[src/rtl/regfile_decode_stage.sv]
// regfile_decode_stage
//
// Decode-side register file plus the Decode/Execute pipeline register.
// The 32x32 architectural register file takes writes from the writeback bus.
// Two source operands are read combinationally, with a same-cycle
// write-to-read bypass. Operands, register indices, PC values and the valid
// bit are then registered into the Execute stage.
//
// Ports:
//   clk, rst                   rising-edge clock, async active-low reset
//   RegWrite_W, RD_W, Result_W writeback bus (enable, destination, data)
//   Instr_D                    Decode instruction; rs1=[19:15] rs2=[24:20] rd=[11:7]
//   PC_D, PCPlus4_D, Valid_D   Decode PC values and slot-valid flag
//   Stall_E, Flush_E           hazard-unit controls for the D/E register
//   RD1_E, RD2_E               registered source operands
//   Rs1_E, Rs2_E, Rd_E         registered register indices
//   PC_E, PCPlus4_E, Valid_E   registered PC values and slot-valid flag
//
// Pipeline control contract:
//   Flush_E inserts a bubble: every E output becomes 0, including Valid_E.
//   Otherwise Stall_E freezes every E output.
//   Otherwise the D/E register captures the Decode slot.
//   Flush_E wins when Flush_E and Stall_E are both high.
//   Writeback writes are never gated by Stall_E or Flush_E.
module regfile_decode_stage #(
  parameter int XLEN  = 32,
  parameter int NREGS = 32
) (
  input  logic                     clk,
  input  logic                     rst,
  input  logic                     RegWrite_W,
  input  logic [$clog2(NREGS)-1:0] RD_W,
  input  logic [XLEN-1:0]          Result_W,
  input  logic [31:0]              Instr_D,
  input  logic [XLEN-1:0]          PC_D,
  input  logic [XLEN-1:0]          PCPlus4_D,
  input  logic                     Valid_D,
  input  logic                     Stall_E,
  input  logic                     Flush_E,
  output logic [XLEN-1:0]          RD1_E,
  output logic [XLEN-1:0]          RD2_E,
  output logic [$clog2(NREGS)-1:0] Rs1_E,
  output logic [$clog2(NREGS)-1:0] Rs2_E,
  output logic [$clog2(NREGS)-1:0] Rd_E,
  output logic [XLEN-1:0]          PC_E,
  output logic [XLEN-1:0]          PCPlus4_E,
  output logic                     Valid_E
);

  localparam int AW = $clog2(NREGS);

  logic [XLEN-1:0] regs [NREGS];
  logic [AW-1:0]   rs1, rs2, rd;
  logic [XLEN-1:0] rd1, rd2;
  logic            wr_en;

  assign rs1   = Instr_D[15 +: AW];
  assign rs2   = Instr_D[20 +: AW];
  assign rd    = Instr_D[7 +: AW];
  assign wr_en = RegWrite_W && (RD_W != '0);

  // regs[0] is reset and never written. Reads of x0 are forced to 0 below,
  // so that entry is never observed.
  always_ff @(posedge clk or negedge rst) begin
    if (!rst) begin
      for (int i = 0; i < NREGS; i++) begin
        regs[i] <= '0;
      end
    end else if (wr_en) begin
      regs[RD_W] <= Result_W;
    end
  end

  // Bypass uses wr_en rather than RegWrite_W. A write aimed at x0 therefore
  // never leaks into a read of x0.
  always_comb begin
    rd1 = '0;
    rd2 = '0;
    if (rs1 != '0) begin
      rd1 = (wr_en && (RD_W == rs1)) ? Result_W : regs[rs1];
    end
    if (rs2 != '0) begin
      rd2 = (wr_en && (RD_W == rs2)) ? Result_W : regs[rs2];
    end
  end

  always_ff @(posedge clk or negedge rst) begin
    if (!rst) begin
      RD1_E     <= '0;
      RD2_E     <= '0;
      Rs1_E     <= '0;
      Rs2_E     <= '0;
      Rd_E      <= '0;
      PC_E      <= '0;
      PCPlus4_E <= '0;
      Valid_E   <= 1'b0;
    end else if (Flush_E) begin
      RD1_E     <= '0;
      RD2_E     <= '0;
      Rs1_E     <= '0;
      Rs2_E     <= '0;
      Rd_E      <= '0;
      PC_E      <= '0;
      PCPlus4_E <= '0;
      Valid_E   <= 1'b0;
    end else if (!Stall_E) begin
      RD1_E     <= rd1;
      RD2_E     <= rd2;
      Rs1_E     <= rs1;
      Rs2_E     <= rs2;
      Rd_E      <= rd;
      PC_E      <= PC_D;
      PCPlus4_E <= PCPlus4_D;
      Valid_E   <= Valid_D;
    end
  end

endmodule

[config.mk]
export PLATFORM = sky130hd
export DESIGN_NAME = regfile_decode_stage
export DESIGN_NICKNAME = d
export VERILOG_FILES = /design/src/rtl/regfile_decode_stage.sv
export SDC_FILE = /design/constraint.sdc
export NUM_CORES = 2
export LEC_CHECK = 0
export ABC_AREA = 1
export CAP_MARGIN = 10
export CORE_ASPECT_RATIO = 1.4
export CORE_MARGIN = 4
export CORE_UTILIZATION = 36
export DETAILED_ROUTE_END_ITERATION = 7
export HOLD_SLACK_MARGIN = 0.15
export MAX_ROUTING_LAYER = met4
export PLACE_DENSITY = 0.55
export SLEW_MARGIN = 15
export SYNTH_ARGS = -nofsm -noshare
export SYNTH_HDL_FRONTEND = slang
export SYNTH_SLANG_ARGS = --single-unit
export TNS_END_PERCENT = 10
[constraint.sdc]
create_clock -name clk -period 1.45 [get_ports clk]
set_input_delay 0.145 -clock clk [delete_from_list [all_inputs] [get_ports clk]]
set_output_delay 0.145 -clock clk [all_outputs]
set_load 0.01 [all_outputs]
==> flow_summary.toml <==
[status]
status = "complete, but fails checks"
violations = "negative setup slack"

[place]
place_ws_ns = -0.739
dp_hpwl_um = 193000
place.gp.congestion = 0.925
placed_cell_area_um2 = 78200
portBuffers = 265
dp.cells = 12700

[min_path]
hp-start = "PCPlus4_D[17]"
min_path_type = "in2reg"
worst_hold_path.num_cells = 2
whs_endpoint = "PCPlus4_E[17]"

[global_routing]
grt_pass1_vias = 66500
grt_max_degree = 106
overflow = 0
antenna_found_initial = 8
grt_pass1_wl_um = 428000
grtUsageTotal_pct = 30.2

[pwr]
p_leak_nw = 44.0
max-vdd-ir-drop_v = 0.000974
switchingPower_mw = 32.3
powerDensity_nw_per_um2 = 1190
p_int_mw = 67.4
seq_power_share_pct = 41.3
comb_power_share_pct = 24.0
switching_share_pct = 32.4
power.share.clock_pct = 34.6

[floorplan]
row_count = 186
coreArea_um2 = 183000
die_y_um = 516
dieArea_um2 = 191000
io_pins = 283
initial_core_util_pct = 36.2
die-width_um = 371

[clocking]
cts.sinks = 1168
clk_latency_ns = 0.79
htreeDepth = 3
numCtsBuffers = 120
clockRootBuffer = "clkbuf_16"
clkTransAtPathRegs_ns = 0.07
clockBufferDepth = 3
cts_tree = "built"

[critical_path]
slowest_stage = "dfrtp_2"
crit_chain = "buf_6"
critPathKind = "reg2out"
cp-end-kind = "output pin"
worstPathRequired_ns = 1.31
cp_top_family = "flip-flops"
crit_buf_inv = 1
slowest_delay_ns = 0.49
start_kind = "flop"
rrSetupSlack_ns = 0.07
crit_fanout = 2
arrival_ns = 1.43
rr_endpoint = "RD2_E[31]"
r2r_cells = 10
timing.rr.start = "regs[287]"

[sta]
fin_crit_sh_pct = 109
holdWs_ns = 0.182
setup_viol = 81
fin_skew_ns = 0.0298
hold_viol_final = 0
drv_slew = 0
maxSlewHeadroom_pct = 53.4
fmax_mhz = 633
worst_slack_ns = -0.129
min_period_ns = 1.58
rsz0062_at_grt = "yes"
tightest_slew_ns = 0.699

[layout]
final_core_util_pct = 45.7
nets = 10600
stdcell_count = 13000
area_growth_pct = 26.3
design_area_um2 = 83800
drive_gt1_share_pct = 11.7

[logic_synthesis]
ys.flop_type = "dfrtp_1"
syn-cell-area_um2 = 66400
synth_common_cells = "4218 x nand2_1, 1437 x nand3_1, 1168 x dfrtp_1"
synthesis.yosys.warnings = 0
syn-num-nets = 10200
yosys-top-cells-area = "dfrtp_1 44%, nand2_1 24%, nand3_1 11%, o21ai_0 7.5%, inv_1 6.2%"
synth.top_cell.area_share_pct = 44.0
yosys.area.top_type = "dfrtp_1"
synth_edf_count = 0
synthCells = 10000
ys_seq_area_share_pct = 44.0
async_flop_share_pct = 100
yosysMostFrequentCell = "nand2_1"
synth-seq-cells = 1168
syn_area_per_cell_um2 = 6.62
synth.distinct_cells = 21

[drt]
drc = 0
wirelength_um = 288000
wl_per_cell_um = 22.1
ant_nets = 0
first_pass_iters = 6
vias_per_cell = 5.33
drt_iter0_drc = 7006
vias = 69400

[job]
maxCapViolCount = 0
==> cell type report <==
| type | count | area, um^2 |
|---|---|---|
| tap | 2444 | 3060 |
| clock buffer | 166 | 3450 |
| antenna | 7 | 17.5 |
| fill | 18400 | 99600 |
| multi-input combinational | 6950 | 30100 |
| inverter | 1100 | 4180 |
| clock inverter | 58 | 868 |
| timing repair buffer | 1132 | 12900 |
| sequential | 1168 | 29300 |
==> worst max path at each step <==
stage                      to  cells after the start  startpoint
detailed placement  RD1_E[25]                     11     RD_W[2]
CTS                 RD2_E[22]                      1   RD2_E[22]
finish              RD1_E[21]                      1   RD1_E[21]
global placement    RD1_E[25]                     11     RD_W[2]
floorplan           regs[257]                      6     RD_W[0]
global route        RD1_E[30]                      1   RD1_E[30]
==> stage by stage <==
stage	power [mW]	TNS, ns
after global routing	105	-10.15
final	99.7	-4.58
after floorplan	55.6	-0.436
after global placement	64.4	-578.09
after detailed placement	65.0	-561.94
after CTS	99.8	-12.06
==> flip-flops by register name, summed over array words and instances, names as in the netlist <==
| name | count |
|---|---|
| Rs1_E | 5 |
| regs | 1024 |
| Valid_E | 1 |
| Rs2_E | 5 |
| Rd_E | 5 |
| RD1_E | 32 |
| PC_E | 32 |
| RD2_E | 32 |
| PCPlus4_E | 32 |
==> power groups by stage <==
stage	logic [mW]	clock network [mW]	registers, mW
after global placement	22.9	0	41.5
after CTS	23.6	35.1	41.1
after floorplan	14.7	0	40.9
after global routing	27.1	36.4	41.8
final	24.0	34.5	41.2
after detailed placement	23.4	0	41.6
==> what timing repair did <==
action | in CTS | in global routing
cloned | 0 | 4
hold endpoints to repair | 1315 | 11
buffers inserted | 11 | 12
gates resized for setup | 674 | 86
hold buffers | 94 | 1
pin swaps | 0 | 2
endpoints found under the setup margin | 144 | 330
==> logic make-up (layout without fill, tap and decap cells) <==
family | after synthesis | after routing | synth area share, %
and+or+nand+nor | 5744 | 5744 | 35.4
buffers and inverters | 1904 | 2456 | 10.9
AOI/OAI and AO/OA | 1202 | 1202 | 9.61
DFF | 1168 | 1168 | 44.0
xor gates and xnor gates | 4 | 4 | 0.0528
other | 0 | 7 | 0
==> per-layer routing <==
metal	vias to the layer above	track usage (%)	part of all wire, %
met5	-	-	0
met4	0	15.1	6.0
met3	857	4.66	8.9
met2	3528	47.0	45
met1	32900	38.4	40
li1	32200	-	-
==> placed cells by master (no fill, tap or decap), drive strengths merged <==
cell type and instances:
nand3 1437, clkinv 24, nor3 36, clkdlybuf4s50 109, dlygate4sd3 91, a22o 70
o21ai 1066, clkbuf 170, dlymetal6s4s 3, a21oi 27, o211ai 39, dfrtp 1168
inv 1102, clkinvlp 12, bufinv 20, xor2 4, dlymetal6s2s 1, nand4 4
nor4 2, buf 924, diode 7, nor2 47, nand2 4218
Power figures use the tool's default switching activity.
